**config.mk**
```make
export PLATFORM = sky130hd
export DESIGN_NAME = hamming_rx_deser
export DESIGN_NICKNAME = d
export VERILOG_FILES = /design/src/rtl/hamming_pkg.sv /design/src/rtl/hamming_rx_holdreg.sv /design/src/rtl/hamming_rx_deser.sv
export SDC_FILE = /design/constraint.sdc
export NUM_CORES = 1
export LEC_CHECK = 0
export ABC_CLOCK_PERIOD_IN_PS = 1490
export CORE_MARGIN = 2
export CORE_UTILIZATION = 38
export CTS_CLUSTER_DIAMETER = 40
export DETAILED_ROUTE_END_ITERATION = 6
export GPL_TIMING_DRIVEN = 0
export SETUP_SLACK_MARGIN = 0.05
export SYNTH_ARGS = -nofsm -noshare
export SYNTH_HDL_FRONTEND = slang
export SYNTH_SLANG_ARGS = --single-unit
```
**constraint.sdc**
```tcl
create_clock -name clk -period 1.49 [get_ports clk]
set_input_delay 0.2235 -clock clk [delete_from_list [all_inputs] [get_ports clk]]
set_output_delay 0.2235 -clock clk [all_outputs]
set_load 0.02 [all_outputs]
```
**src/rtl/hamming_pkg.sv**
```systemverilog
// Shared constants, FSM state type and parity helper for the Hamming(15,11) receive path.
package hamming_pkg;

  localparam int CW_W   = 16;
  localparam int DATA_W = 11;
  localparam int CNT_W  = 4;

  // Hamming parity-bit positions within the 15-bit code (bit 0 of cw_out is overall parity).
  localparam int PAR_POS_1 = 1;
  localparam int PAR_POS_2 = 2;
  localparam int PAR_POS_4 = 4;
  localparam int PAR_POS_8 = 8;

  typedef enum logic {
    IDLE  = 1'b0,
    SHIFT = 1'b1
  } state_e;

  function automatic logic overall_parity(input logic [CW_W-1:0] word);
    return ^word;
  endfunction

endpackage

```
**src/rtl/hamming_rx_holdreg.sv**
```systemverilog
// Codeword holding register with valid/ack handshake, overrun pulse and optional parity flag.
// Overall-parity check is built only when HAMMING_RX_PARITY_EN is defined.
module hamming_rx_holdreg
  import hamming_pkg::*;
(
  input  logic            clk,
  input  logic            reset,
  input  logic            load_i,
  input  logic [CW_W-1:0] word_i,
  input  logic            ack_i,
  output logic [CW_W-1:0] cw_o,
  output logic            cw_valid_o,
  output logic            overrun_o,
  output logic            par_err_o
);

  logic [CW_W-1:0] cw_q;
  logic            cw_valid_q;
  logic            overrun_q;
  logic            accept;

  // A finishing frame is taken if the register is empty or being emptied this same edge.
  assign accept = load_i && (!cw_valid_q || ack_i);

  // NOTE: reset is synchronous and active-low, so it sits inside the clocked branch, not the sensitivity list.
  always_ff @(posedge clk) begin
    if (!reset) begin
      cw_q       <= '0;
      cw_valid_q <= 1'b0;
      overrun_q  <= 1'b0;
    end else begin
      overrun_q <= 1'b0;
      if (accept) begin
        cw_q       <= word_i;
        cw_valid_q <= 1'b1;
      end else if (load_i) begin
        overrun_q <= 1'b1;
      end else if (ack_i) begin
        cw_valid_q <= 1'b0;
      end
    end
  end

`ifdef HAMMING_RX_PARITY_EN
  logic par_err_q;

  always_ff @(posedge clk) begin
    if (!reset) begin
      par_err_q <= 1'b0;
    end else if (accept) begin
      par_err_q <= overall_parity(word_i);
    end else if (!load_i && ack_i) begin
      par_err_q <= 1'b0;
    end
  end

  assign par_err_o = par_err_q;
`else
  assign par_err_o = 1'b0;
`endif

  assign cw_o       = cw_q;
  assign cw_valid_o = cw_valid_q;
  assign overrun_o  = overrun_q;

endmodule

```
**src/rtl/hamming_rx_deser.sv**
```systemverilog
// Serial-to-parallel deserializer framing 16-bit Hamming codewords for the decoder.
// Optional overall-parity flag enabled by HAMMING_RX_PARITY_EN (see hamming_rx_holdreg).
module hamming_rx_deser
  import hamming_pkg::*;
#(
  parameter bit MSB_FIRST = 1'b1
) (
  input  logic            clk,
  input  logic            reset,
  input  logic            ser_in,
  input  logic            ser_valid,
  input  logic            sof,
  output logic [CW_W-1:0] cw_out,
  output logic            cw_valid,
  input  logic            cw_ack,
  output logic            overrun,
  output logic            frame_abort,
  output logic            par_err
);

  state_e           state_q;
  logic [CNT_W-1:0] bit_cnt_q;
  logic [CW_W-1:0]  shift_q;
  logic [CW_W-1:0]  shift_d;
  logic [CW_W-1:0]  shift_base;
  logic             frame_abort_q;
  logic             frame_done;

  // A sof bit restarts from an empty register so no partial-frame bits survive.
  assign shift_base = sof ? '0 : shift_q;
  assign shift_d    = MSB_FIRST ? {shift_base[CW_W-2:0], ser_in}
                                : {ser_in, shift_base[CW_W-1:1]};

  assign frame_done = ser_valid && !sof && (state_q == SHIFT)
                      && (bit_cnt_q == CNT_W'(CW_W - 1));

  // NOTE: sequential state uses non-blocking assignments only, so every register sees pre-edge values.
  always_ff @(posedge clk) begin
    if (!reset) begin
      state_q       <= IDLE;
      bit_cnt_q     <= '0;
      shift_q       <= '0;
      frame_abort_q <= 1'b0;
    end else begin
      frame_abort_q <= 1'b0;
      case (state_q)
        IDLE: begin
          if (ser_valid && sof) begin
            state_q   <= SHIFT;
            bit_cnt_q <= CNT_W'(1);
            shift_q   <= shift_d;
          end
        end
        SHIFT: begin
          if (ser_valid) begin
            shift_q <= shift_d;
            if (sof) begin
              frame_abort_q <= 1'b1;
              bit_cnt_q     <= CNT_W'(1);
            end else begin
              bit_cnt_q <= bit_cnt_q + CNT_W'(1);
              if (frame_done) state_q <= IDLE;
            end
          end
        end
        default: state_q <= IDLE;
      endcase
    end
  end

  hamming_rx_holdreg u_holdreg (
    .clk        (clk),
    .reset      (reset),
    .load_i     (frame_done),
    .word_i     (shift_d),
    .ack_i      (cw_ack),
    .cw_o       (cw_out),
    .cw_valid_o (cw_valid),
    .overrun_o  (overrun),
    .par_err_o  (par_err)
  );

  assign frame_abort = frame_abort_q;

endmodule

```
## Word level (Yosys, flattened, before mapping)

Index checks and enable logic that the tools add are counted.

- Register bits after elaboration: 39
- Bits of input ports: 6
- Output and inout bits: 20
- Logic and storage cells: 45

- Add/sub/neg operators: 1
- Eq/ne operators: 4
- Multiplexer cells: 18
- Bitwise operators: 2
- Reductions and logical operators: 13

Operators with widths:

| cell | number |
|---|---|
| $mux W15 | 3 |
| $pmux W15 S2 | 1 |
| $mux W4 | 3 |
| $mux W1 | 9 |
| $pmux W4 S2 | 1 |
| $ne A2 B2 Y1 const B | 3 |
| $logic_and A1 B1 Y1 | 5 |
| $add A4 B1 Y4 const B | 1 |
| $eq A4 B4 Y1 const B | 1 |
| $reduce_and A2 Y1 | 2 |
| $reduce_and A3 Y1 | 1 |
| $logic_not A1 Y1 | 2 |
| $not A1 Y1 | 2 |
| $pmux W1 S2 | 1 |
| $reduce_bool A2 Y1 | 1 |
| $reduce_or A2 Y1 | 1 |
| $logic_or A1 B1 Y1 | 1 |

## Longest topological paths before layout

Gate-level depths: netlist (run 1).

- Word-level depth: 8
- Mapped depth: 5
- Mapped depth without buffers: 4

## Hierarchy

From an unflattened synthesis (run 1), not the netlist that was laid out.

- Cell total of the unflattened synthesis: 171
- Area total of the unflattened synthesis: 1,672.9 um2

Modules (own cells, without submodules):

| module | times used | cells each | area each (um2) | sequential area each (um2) |
|---|---|---|---|---|
| hamming_rx_deser | 1 | 93 | 932.1 | 420.4 |
| hamming_rx_holdreg | 1 | 78 | 740.7 | 360.3 |

## Worst setup path after synthesis (run 1)

No wires, ideal clock.

- Kind: reg2reg
- Start point: register bit_cnt_q[0]
- End point: register u_holdreg.cw_q[10] (netlist: u_holdreg.cw_o[10])
- Library setup time: 0.072 ns
- Arrival time: 1.465 ns
- Required time: 1.418 ns
- Slack: -0.046 ns
- Cell stages (with the launch flop): 6
- Buffers on the path: 1
- Period minus slack after synthesis: 1.536 ns
- Cell sequence: dfxtp_1 -> ha_1 -> nand4b_2 -> nor3_4 -> buf_6 -> mux2i_1

- Cells in the longest elaborated chain, start to end: 3

Ends and longest elaborated chain:

| what | RTL line | source |
|---|---|---|
| start, declared | hamming_rx_deser.sv:22 | `logic [CNT_W-1:0] bit_cnt_q;` |
| start signal, assigned | hamming_rx_deser.sv:61 | `bit_cnt_q <= bit_cnt_q + CNT_W'(1);` |
| $eq A4 B4 Y1 | hamming_rx_deser.sv:35 | `&& (bit_cnt_q == CNT_W'(CW_W - 1));` |
| $logic_and A1 B1 Y1 | hamming_rx_deser.sv:35 |  |
| $logic_and A1 B1 Y1 | hamming_rx_holdreg.sv:23 | `assign accept = load_i && (!cw_valid_q \|\| ack_i);` |
| end signal, assigned | hamming_rx_holdreg.sv:34 | `cw_q <= word_i;` |
| end, declared | hamming_rx_holdreg.sv:17 | `logic [CW_W-1:0] cw_q;` |

Every way passes these cells.
A chain may end at the register's enable or synchronous reset.

## Final worst setup path (run 1)

- Start point: register bit_cnt_q[1]
- End point: register u_holdreg.cw_q[6] (netlist: u_holdreg.cw_o[6])

The elaborated chain is that of the path after synthesis.

==> impl_results.rst, run 1 <==
.. list-table::
   :header-rows: 1

   * - Metric
     - Value
   * - Sequential cell fraction of total power
     - 0.563
   * - Clock network latency to the later pin of the worst-skew pair
     - 0.29 ns
   * - First-pass GRT wire length
     - 5775 um
   * - Min cycle time layout
     - 1.355 ns
   * - GP Congestion
     - 0.8339
   * - Total routing resource utilization after global routing
     - 0.1691
   * - Effective utilization at floorplan
     - 0.3976
   * - Count of pins on the block boundary
     - 26
   * - Type of origin of the critical path
     - flop
   * - Area growth from synthesis to layout
     - 28.32%
   * - Average vias per placed instance
     - 5.116
   * - Post-route setup TNS
     - 0 ns
   * - DP Area
     - 1896 um2
   * - Final slew viol count
     - 0
   * - Switching power
     - 420.4 uW
   * - Yosys reg bits
     - 39
   * - Leak
     - 0.0008293 uW
   * - Number of CTS-inserted buffers
     - 5
   * - Highest net fanout along the worst path
     - 5
   * - Pin count of the biggest net entering global routing
     - 12
   * - Maximum achievable frequency
     - 738.0 MHz
   * - Core Box Area
     - 4000 um2
   * - Critical path endpoint category
     - flop
   * - Cell-internal power
     - 1459 uW
   * - Cell Pwr Density
     - 921.0 nW/um2
   * - Remaining Overflow, GRT
     - 0
   * - Post-Synthesis Cell Area
     - 1590 um2
   * - Clock transition at the registers of the reported paths
     - 0.07 ns
   * - Status
     - completed
   * - # nets final
     - 198
   * - Number of violations of the max-capacitance limit
     - 0
   * - Ant. Diodes
     - 0
   * - Setup skew after layout
     - 0.007130 ns
   * - Number of search-and-repair iterations in the first detailed-routing pass
     - 4
   * - CTS root buf
     - sky130_fd_sc_hd__clkbuf_8
   * - Logic pwr share
     - 0.058
   * - Final design instance area without fill
     - 2041 um2
   * - Width of the chip
     - 68.69 um
   * - Post-placement cell count
     - 230
   * - Count of final setup violators
     - 0
   * - Count of different cell masters after synthesis
     - 29
   * - Power Total
     - 1879 uW
   * - CTS tree
     - done
   * - Number of standard cells after synthesis
     - 157
   * - TritonCTS sink count
     - 39
   * - Proportion of total power due to net switching
     - 0.2237
   * - Number of antenna violations at the first check in global routing
     - 0
   * - Arr. time, crit path
     - 1.57 ns
   * - # port buffers
     - 23
   * - Die area
     - 4718 um2
   * - Site Rows
     - 23
   * - Critical path's top delay family
     - flip-flops
   * - Vias in the first global route
     - 1190
   * - Max stage delay cell, worst path
     - sky130_fd_sc_hd__dfxtp_2
   * - Total wire length after detailed routing
     - 3426 um
   * - Final Hold Violating Endpoints
     - 0
   * - Final HPWL DP
     - 2297 um
   * - Period utilization
     - 0.9094
   * - Clock network power share
     - 0.379
   * - Most used cell along the critical path
     - sky130_fd_sc_hd__buf_6
   * - Net count after synthesis
     - 164
   * - Crit Path Class
     - reg2reg
   * - Die span in y
     - 68.69 um
   * - Total of warnings raised by yosys
     - 0
   * - Number of nets with antenna violations after routing
     - 0
   * - Bufs and invs on worst path
     - 2
   * - Remaining DRCs
     - 0
   * - Depth of the CTS H-tree
     - 2
   * - Total via count in the routed design
     - 1233
   * - First-iteration detailed-routing DRC count
     - 35
   * - Share of post-route cells with drive strength above 1
     - 0.1309
   * - Sequential area share after synthesis
     - 0.4910
   * - RSZ-0062 raised after global routing
     - true
   * - Critical path data required time
     - 1.71 ns
   * - DR WL/cell
     - 14.22 um
   * - VDD IR-drop max
     - 0.5625 mV
   * - Number of buffers between clock root and the deepest sink
     - 2
   * - List of cells traversed by the critical path
     - ha_4 -> nand4b_4 -> nor3_4 -> buf_6 -> buf_6 -> mux2i_1
   * - Final standard cell count with taps included and fillers excluded
     - 241
   * - Avg Synthesized Cell Area
     - 10.13 um2
   * - Path type of the worst min-delay path
     - in2reg
   * - Delay of the slowest cell on the worst path
     - 0.37 ns
[final cells by class]
type	count	area (um2)
inverter	1	3.754
clock inverter	1	5.005
multi-input combinational	104	778.2
fill	359	1959
tap	50	62.56
sequential	39	787.0
buffer	12	61.31
clock buffer	6	82.58
timing repair buffer	28	260.3
[per-stage QoR]
| step | hold slack [ns] | util | worst slack [ns] |
|---|---|---|---|
| floorplan | 0.3657 | - | 0.05530 |
| global placement | 0.4423 | 0.4739 | -0.5357 |
| detailed placement | 0.4489 | 0.4739 | -0.5870 |
| CTS | 0.4087 | 0.5008 | 0.03182 |
| global route | 0.4441 | 0.5102 | 0.04365 |
| finish | 0.4098 | 0.5102 | 0.1350 |
[synthesized netlist by cell type, drive strengths merged]
library cell / instances / area share
a22oi: 15 / 0.071
conb: 1 / 0.0024
and2: 1 / 0.0039
nor3: 1 / 0.010
nor3b: 1 / 0.0047
nor4b: 1 / 0.0055
and3b: 2 / 0.011
buf: 4 / 0.017
nor2b: 18 / 0.071
nor2: 1 / 0.0024
inv: 1 / 0.0024
o221a: 1 / 0.0071
dfxtp: 39 / 0.49
and4: 1 / 0.0055
clkbuf: 9 / 0.021
a21oi: 2 / 0.0063
o21ai: 1 / 0.0031
nand3b: 15 / 0.071
and3: 1 / 0.0039
nand4b: 1 / 0.0094
o21a: 1 / 0.0047
mux2i: 18 / 0.11
nand4: 1 / 0.0039
o31a: 1 / 0.0055
nand2: 19 / 0.045
ha: 1 / 0.0079
[path summary, 6_finish.rpt]
check	startpoint	endpoint	slack, ns	cells past startpoint
hold reg to reg	u_holdreg.cw_o[10]	u_holdreg.cw_o[10]	0.45	2
setup / recovery	bit_cnt_q[1]	u_holdreg.cw_o[6]	0.14	6
setup reg to reg	bit_cnt_q[1]	u_holdreg.cw_o[6]	0.14	6
hold / removal	reset	u_holdreg.cw_o[4]	0.41	3
[sequential cells by signal (all words and copies together), names as in the netlist]
| signal | count |
|---|---|
| u_holdreg.cw_valid_o | 1 |
| u_holdreg.cw_o | 16 |
| state_q | 1 |
| shift_q | 15 |
| frame_abort | 1 |
| u_holdreg.overrun_o | 1 |
| bit_cnt_q | 4 |
[power groups by stage]
| stage | Combinational (uW) | Sequential, uW | Clock (uW) |
|---|---|---|---|
| final | 109 | 1060 | 713 |
| after floorplan | 63.5 | 1080 | 0 |
| after global routing | 120 | 1060 | 785 |
| after global placement | 97.3 | 1080 | 0 |
| after detailed placement | 99.1 | 1080 | 0 |
| after CTS | 101 | 1060 | 731 |
[worst register-to-register path, delay by kind of cell (launching register included)]
kind,cells,cell delay [ns]
and+or+nand+nor,2,0.30
buffers and inverters,2,0.27
DFF,1,0.37
adders and majority gates,1,0.16
muxes,1,0.18
[per-layer routing]
metal  GRT usage  vias up  part of all wire
met5           0        -                 0
met4     0.05882        0            0.0073
met3     0.05844        2             0.039
met2      0.2728       22              0.48
met1      0.2097      596              0.47
li1            -      613                 -
[what timing repair did]
item,CTS,global route
gates resized for setup,26,7
hold buffers,0,0
cloned,1,0
endpoints found under the setup margin,43,26
pin swaps,1,1
hold endpoints to repair,0,0
setup buffers,2,2
[placed cells by master, fill, tap and decap left out, types with 2 or more instances in the layout]
cell type	count
sky130_fd_sc_hd__buf_4	5
sky130_fd_sc_hd__nand2_1	19
sky130_fd_sc_hd__dlymetal6s2s_1	3
sky130_fd_sc_hd__dfxtp_1	36
sky130_fd_sc_hd__dfxtp_2	2
sky130_fd_sc_hd__a21oi_1	2
sky130_fd_sc_hd__a22oi_1	15
sky130_fd_sc_hd__clkbuf_1	7
sky130_fd_sc_hd__nand3b_1	15
sky130_fd_sc_hd__clkdlybuf4s50_1	2
sky130_fd_sc_hd__nor2b_1	18
sky130_fd_sc_hd__dlygate4sd2_1	18
sky130_fd_sc_hd__clkbuf_8	6
sky130_fd_sc_hd__mux2i_1	18
sky130_fd_sc_hd__buf_6	3
[kinds of logic (layout without fill, tap and decap cells)]
| group | after synthesis | in the layout | synth area share |
|---|---|---|---|
| simple gates | 63 | 63 | 0.2471 |
| buf+inv | 14 | 48 | 0.04090 |
| flops | 39 | 39 | 0.4910 |
| fa+ha+maj | 1 | 1 | 0.007867 |
| mux | 18 | 18 | 0.1133 |
| compound gates | 21 | 21 | 0.09756 |
| other cells | 1 | 1 | 0.002358 |
Note: power is estimated with default switching activity, not from simulation.
==> run 2, diff against run 1 <==
--- a/config.mk
+++ b/config.mk
@@ -11,6 +11,7 @@
 export CTS_CLUSTER_DIAMETER = 40
 export DETAILED_ROUTE_END_ITERATION = 6
 export GPL_TIMING_DRIVEN = 0
+export MAX_ROUTING_LAYER = met4
 export SETUP_SLACK_MARGIN = 0.05
 export SYNTH_ARGS = -nofsm -noshare
 export SYNTH_HDL_FRONTEND = slang
==> run 2 against run 1 <==
Against the previous run:
- global-route usage rose by 0.47 points
- critical path depth did not move
- critical path type unchanged
- largest cell class unchanged
- final cell count did not move
- clock skew barely moved
- highest routed layer unchanged
- non-clock buffer count did not move
==> impl_results.rst, run 2 (synthesis results as in run 1) <==
.. list-table::
   :header-rows: 1

   * - Metric
     - Value
   * - Number of nets with antenna violations after routing
     - 0
   * - Total routing resource utilization after global routing
     - 0.1738
   * - CTS tree
     - done
   * - First-pass GRT wire length
     - 5768 um
   * - End of the worst register-to-register path
     - u_holdreg.cw_o[6]
   * - Number of violations of the max-capacitance limit
     - 0
   * - Total via count in the routed design
     - 1238
   * - Min cycle time layout
     - 1.355 ns
   * - Vias in the first global route
     - 1191
   * - Pin count of the biggest net entering global routing
     - 12
   * - Final standard cell count with taps included and fillers excluded
     - 241
   * - Number of flip-flops in the largest register
     - 16
   * - CTS root buf
     - sky130_fd_sc_hd__clkbuf_8
   * - DR WL/cell
     - 14.18 um
   * - Path type of the worst min-delay path
     - in2reg
   * - Setup slack of the most critical reg-to-reg path
     - 0.14 ns
   * - Core Box Area
     - 4000 um2
   * - Count of pins on the block boundary
     - 26
   * - Clock transition at the registers of the reported paths
     - 0.07 ns
   * - Die area
     - 4718 um2
   * - Status
     - completed
   * - Number of antenna violations at the first check in global routing
     - 0
   * - Final slew viol count
     - 0
   * - Clock network latency to the later pin of the worst-skew pair
     - 0.29 ns
   * - Crit Path Class
     - reg2reg
   * - Maximum achievable frequency
     - 738.1 MHz
   * - Average vias per placed instance
     - 5.137
   * - RSZ-0062 raised after global routing
     - true
   * - Number of search-and-repair iterations in the first detailed-routing pass
     - 4
   * - # port buffers
     - 23
   * - TritonCTS sink count
     - 39
   * - Reg2reg path depth
     - 6
   * - Post-placement cell count
     - 230
   * - Remaining Overflow, GRT
     - 0
   * - Hold slack final
     - 0.4091 ns
   * - Site Rows
     - 23
   * - VDD IR-drop max
     - 0.5625 mV
   * - Ant. Diodes
     - 0
   * - Highest net fanout along the worst path
     - 5
   * - Destination of the critical timing path
     - u_holdreg.cw_o[6]
   * - Cell Pwr Density
     - 920.9 nW/um2
   * - Count of final setup violators
     - 0
   * - Worst hold stages
     - 3
   * - Setup skew after layout
     - 0.007259 ns
   * - Arr. time, crit path
     - 1.57 ns
   * - Critical path data required time
     - 1.71 ns
   * - Remaining DRCs
     - 0
   * - Width of the chip
     - 68.69 um
   * - GP Congestion
     - 0.8467
   * - Share of post-route cells with drive strength above 1
     - 0.1309
   * - Number of buffers between clock root and the deepest sink
     - 2
   * - Final Hold Violating Endpoints
     - 0
   * - Post-CTS Hold Fix Bufs
     - 0
   * - Depth of the CTS H-tree
     - 2
   * - Effective utilization at floorplan
     - 0.3976
   * - Total wire length after detailed routing
     - 3418 um
   * - Source of the worst register-to-register timing path
     - bit_cnt_q[1]
   * - Critical path endpoint category
     - flop
   * - First-iteration detailed-routing DRC count
     - 36
   * - Period utilization
     - 0.9093
   * - Area growth from synthesis to layout
     - 28.32%
   * - Most frequent cells in the layout
     - 36 x sky130_fd_sc_hd__dfxtp_1, 19 x sky130_fd_sc_hd__nand2_1, 18 x sky130_fd_sc_hd__nor2b_1, 18 x sky130_fd_sc_hd__mux2i_1, 18 x sky130_fd_sc_hd__dlygate4sd2_1
   * - Critical Path Start
     - bit_cnt_q[1]
   * - Leak
     - 0.0008293 uW
   * - Most common library cell in the layout ignoring fill and taps
     - sky130_fd_sc_hd__dfxtp_1
   * - Die span in y
     - 68.69 um
   * - # nets final
     - 198
   * - Number of CTS-inserted buffers
     - 5
   * - Final HPWL DP
     - 2297 um
   * - Type of origin of the critical path
     - flop
## run 2: cell counts in the layout (fill, tap and decap cells not counted)
No cell type changed its count.
## run 2: layer usage
metal	global-route usage	wire, um
met5	-	0
met4	0.05882	29
met3	0.05844	143
met2	0.2728	1653
met1	0.2097	1591
## run 2: how the worst min path moves through the flow
stage / from / endpoint / slack, ns
6_report: reset / u_holdreg.cw_o[4] / 0.41
5_1_grt: reset / u_holdreg.cw_o[1] / 0.44
3_3_place_gp: u_holdreg.cw_o[11] / u_holdreg.cw_o[11] / 0.44
4_1_cts: reset / u_holdreg.cw_o[3] / 0.41
2_1_floorplan: ser_in / u_holdreg.cw_o[0] / 0.37
3_5_place_dp: u_holdreg.cw_o[11] / u_holdreg.cw_o[11] / 0.45
## run 2: power breakdown
group	total (uW)	switching, uW	internal [uW]
clock	713	350	363
sequential	1060	9.28	1050
combinational	109	61.0	47.6
total	1880	420	1460
## run 2: through the flow
step	setup WS [ns]	power, uW	utilization	setup TNS, ns	area (um2)
after floorplan	0.05530	1143	-	0	1603
after detailed placement	-0.5870	1180	0.4739	-13.49	1896
after CTS	0.03182	1889	0.5008	0	2003
final	0.1351	1879	0.5102	0	2041
after global routing	0.04365	1963	0.5102	0	2041
after global placement	-0.5357	1178	0.4739	-12.14	1896
## run 2: worst max-delay path, stage by stage (launching register included)
cell	delay, ns
sky130_fd_sc_hd__dfxtp_2	0.37
sky130_fd_sc_hd__ha_4	0.16
sky130_fd_sc_hd__nand4b_4	0.13
sky130_fd_sc_hd__nor3_4	0.17
sky130_fd_sc_hd__buf_6	0.14
sky130_fd_sc_hd__buf_6	0.13
sky130_fd_sc_hd__mux2i_1	0.18
## run 2: area by class of cell
cell class                      instances  area (um2)
Fill cell                             359        1959
Sequential cell                        39       787.0
Multi-Input combinational cell        104       778.2
Timing Repair Buffer                   28       260.3
Clock buffer                            6       82.58
Tap cell                               50       62.56
Buffer                                 12       61.31
Clock inverter                          1       5.005
Inverter                                1       3.754
## run 2: timing repair
item / CTS / global route
gates resized for setup: 26 / 7
endpoints found under the setup margin: 43 / 26
buffers inserted: 2 / 2
gates cloned: 1 / 0
pin swaps: 1 / 1
==> run 3, diff against run 2 <==
--- a/config.mk
+++ b/config.mk
@@ -5,13 +5,15 @@
 export SDC_FILE = /design/constraint.sdc
 export NUM_CORES = 1
 export LEC_CHECK = 0
-export ABC_CLOCK_PERIOD_IN_PS = 1490
+export CELL_PAD_IN_SITES_DETAIL_PLACEMENT = 1
+export CELL_PAD_IN_SITES_GLOBAL_PLACEMENT = 1
 export CORE_MARGIN = 2
-export CORE_UTILIZATION = 38
+export CORE_UTILIZATION = 36
 export CTS_CLUSTER_DIAMETER = 40
 export DETAILED_ROUTE_END_ITERATION = 6
 export GPL_TIMING_DRIVEN = 0
 export MAX_ROUTING_LAYER = met4
+export PLACE_DENSITY_LB_ADDON = 0.1
 export SETUP_SLACK_MARGIN = 0.05
 export SYNTH_ARGS = -nofsm -noshare
 export SYNTH_HDL_FRONTEND = slang
==> run 3 against run 2 <==
Against the previous run:
- clock-buffer cell count did not move
- sequential share of layout area increased by 0.12 points
- flip-flop and latch count stayed put
- clock power grew 0.8%
- wire length increased by 14%
- clock skew down 0.0014 ns
- die area is 5.2% higher
- highest routed layer unchanged
==> impl_results.rst, run 3 (synthesis results as in run 1) <==
.. list-table::
   :header-rows: 1

   * - Metric
     - Value
   * - Post-CTS Hold Fix Bufs
     - 0
   * - Maximum achievable frequency
     - 711.5 MHz
   * - List of cells traversed by the critical path
     - clkdlybuf4s50_1
   * - Most frequent cells in the layout
     - 36 x sky130_fd_sc_hd__dfxtp_1, 19 x sky130_fd_sc_hd__nand2_1, 19 x sky130_fd_sc_hd__dlygate4sd2_1, 18 x sky130_fd_sc_hd__nor2b_1, 18 x sky130_fd_sc_hd__mux2i_1
   * - Switching power
     - 428.9 uW
   * - Most common library cell in the layout ignoring fill and taps
     - sky130_fd_sc_hd__dfxtp_1
   * - First-iteration detailed-routing DRC count
     - 38
   * - Count of pins on the block boundary
     - 26
   * - GP Congestion
     - 0.7731
   * - CTS tree
     - done
   * - Number of buffers between clock root and the deepest sink
     - 2
   * - Cell Pwr Density
     - 923.0 nW/um2
   * - Share of post-route cells with drive strength above 1
     - 0.1354
   * - Die area
     - 4965 um2
   * - CTS root buf
     - sky130_fd_sc_hd__clkbuf_8
   * - Highest net fanout along the worst path
     - 1
   * - Critical path endpoint category
     - primary output
   * - Bufs and invs on worst path
     - 1
   * - Area occupied by multi-input gates
     - 778.2 um2
   * - Delay of the slowest cell on the worst path
     - 0.59 ns
   * - Pin count of the biggest net entering global routing
     - 12
   * - Length of routed met3 wiring
     - 104 um
   * - Vias in the first global route
     - 1341
   * - Clock network power share
     - 0.382
   * - Number of search-and-repair iterations in the first detailed-routing pass
     - 4
   * - First-pass GRT wire length
     - 6541 um
   * - Remaining DRCs
     - 0
   * - Count of final setup violators
     - 0
   * - Arr. time, crit path
     - 1.18 ns
   * - Cell-internal power
     - 1455 uW
   * - Critical path's top delay family
     - buffers and inverters
   * - # port buffers
     - 23
   * - Leak
     - 0.0007872 uW
   * - Number of nets with antenna violations after routing
     - 0
   * - Min cycle time layout
     - 1.406 ns
   * - Final design instance area without fill
     - 2041 um2
   * - Number of antenna violations at the first check in global routing
     - 0
   * - Average vias per placed instance
     - 5.221
   * - Setup skew after layout
     - 0.005813 ns
   * - Die span in y
     - 70.47 um
   * - VDD IR-drop max
     - 0.4667 mV
   * - Status
     - completed
   * - Worst-case setup margin in the final layout
     - 0.08446 ns
   * - Remaining Overflow, GRT
     - 0
   * - Post-route setup TNS
     - 0 ns
   * - Site Rows
     - 24
   * - Proportion of total power due to net switching
     - 0.2277
   * - Type of origin of the critical path
     - flop
   * - Effective utilization at floorplan
     - 0.3703
   * - Number of CTS-inserted buffers
     - 5
   * - Ant. Diodes
     - 0
   * - DR WL/cell
     - 15.92 um
   * - Path type of the worst min-delay path
     - in2reg
   * - Number of violations of the max-capacitance limit
     - 0
   * - DP Area
     - 1898 um2
   * - FF/Latch Area
     - 789.5 um2
   * - DR top layer
     - met4
   * - Final HPWL DP
     - 2536 um
   * - Share of the core filled with cells
     - 0.4752
   * - Final slew viol count
     - 0
   * - Depth of the CTS H-tree
     - 2
   * - Area growth from synthesis to layout
     - 28.32%
   * - TritonCTS sink count
     - 39
   * - Routed met1 length
     - 1737 um
   * - # nets final
     - 199
   * - Critical path data required time
     - 1.27 ns
   * - Period utilization
     - 0.9433
   * - Sequential cell fraction of total power
     - 0.561
   * - Max stage delay cell, worst path
     - sky130_fd_sc_hd__clkdlybuf4s50_1
   * - Logic pwr share
     - 0.057
   * - Total wire length after detailed routing
     - 3884 um
   * - RSZ-0062 raised after global routing
     - true
   * - Final Hold Violating Endpoints
     - 0
   * - Place WS
     - -0.5773 ns
   * - Total routing resource utilization after global routing
     - 0.1767
   * - Routed wire length on met2
     - 1971 um
   * - Total via count in the routed design
     - 1274
   * - Clock network latency to the later pin of the worst-skew pair
     - 0.29 ns
   * - Width of the chip
     - 70.47 um
   * - Layout fillers
     - 506
   * - Core Box Area
     - 4294 um2
   * - Number of flip-flops in the largest register
     - 16
   * - Crit Path Class
     - reg2out
   * - Clock transition at the registers of the reported paths
     - 0.07 ns
## run 3: changes by cell type in the layout (fill, tap and decap cells not counted), sizes merged
cell           before  now
dlymetal6s2s        3    0
clkdlybuf4s50       2    4
buf                 9   10
dlygate4sd2        18   19
## run 3: power groups by stage
stage	registers (uW)	clock network, uW	logic, uW
6_report	1060	719	108
5_1_grt	1060	789	121
4_1_cts	1060	748	107
3_5_place_dp	1080	0	101
3_3_place_gp	1080	0	98.9
2_1_floorplan	1080	0	63.5
## run 3: path summary, 6_finish.rpt
path                        from                  to  slack [ns]  cells after the start
max          u_holdreg.overrun_o             overrun        0.08                      1
min                        reset   u_holdreg.cw_o[1]        0.42                      3
max reg2reg         bit_cnt_q[1]   u_holdreg.cw_o[7]        0.11                      5
min reg2reg   u_holdreg.cw_o[14]  u_holdreg.cw_o[14]        0.46                      2
## run 3: worst register-to-register path: cells and delay by family, from the launching register on
kind | cells | cell delay, ns
fa+ha+maj | 1 | 0.15
buf+inv | 1 | 0.19
flops | 1 | 0.37
mux | 1 | 0.22
simple gates | 2 | 0.38
## run 3: area by class of cell
type / count / area share
inverters: 1 / 0.001839
repair buffers: 29 / 0.1251
well taps: 52 / 0.03188
multi-input cells: 104 / 0.3814
plain buffers: 12 / 0.03004
clock buffers: 6 / 0.04047
clock inverters: 1 / 0.002452
flip-flops and latches: 39 / 0.3869
## run 3: per-layer routing
layer | vias up | track usage
li1 | 617 | -
met1 | 634 | 0.2043
met2 | 17 | 0.2966
met3 | 6 | 0.03896
met4 | 0 | 0.07051
met5 | - | -
## run 3: repair_timing
action | CTS | global route
setup endpoints to repair | 43 | 22
buffers inserted | 4 | 1
resized for setup | 27 | 4
pin swaps | 2 | 2
cloned | 1 | 0
## run 3: through the flow
stage / std cells / power (uW) / hold WS (ns)
detailed placement: 232 / 1182 / 0.4569
CTS: 243 / 1911 / 0.4259
global route: 244 / 1967 / 0.4539
global placement: 232 / 1179 / 0.4413
finish: 244 / 1884 / 0.4213
floorplan: 157 / 1143 / 0.3657
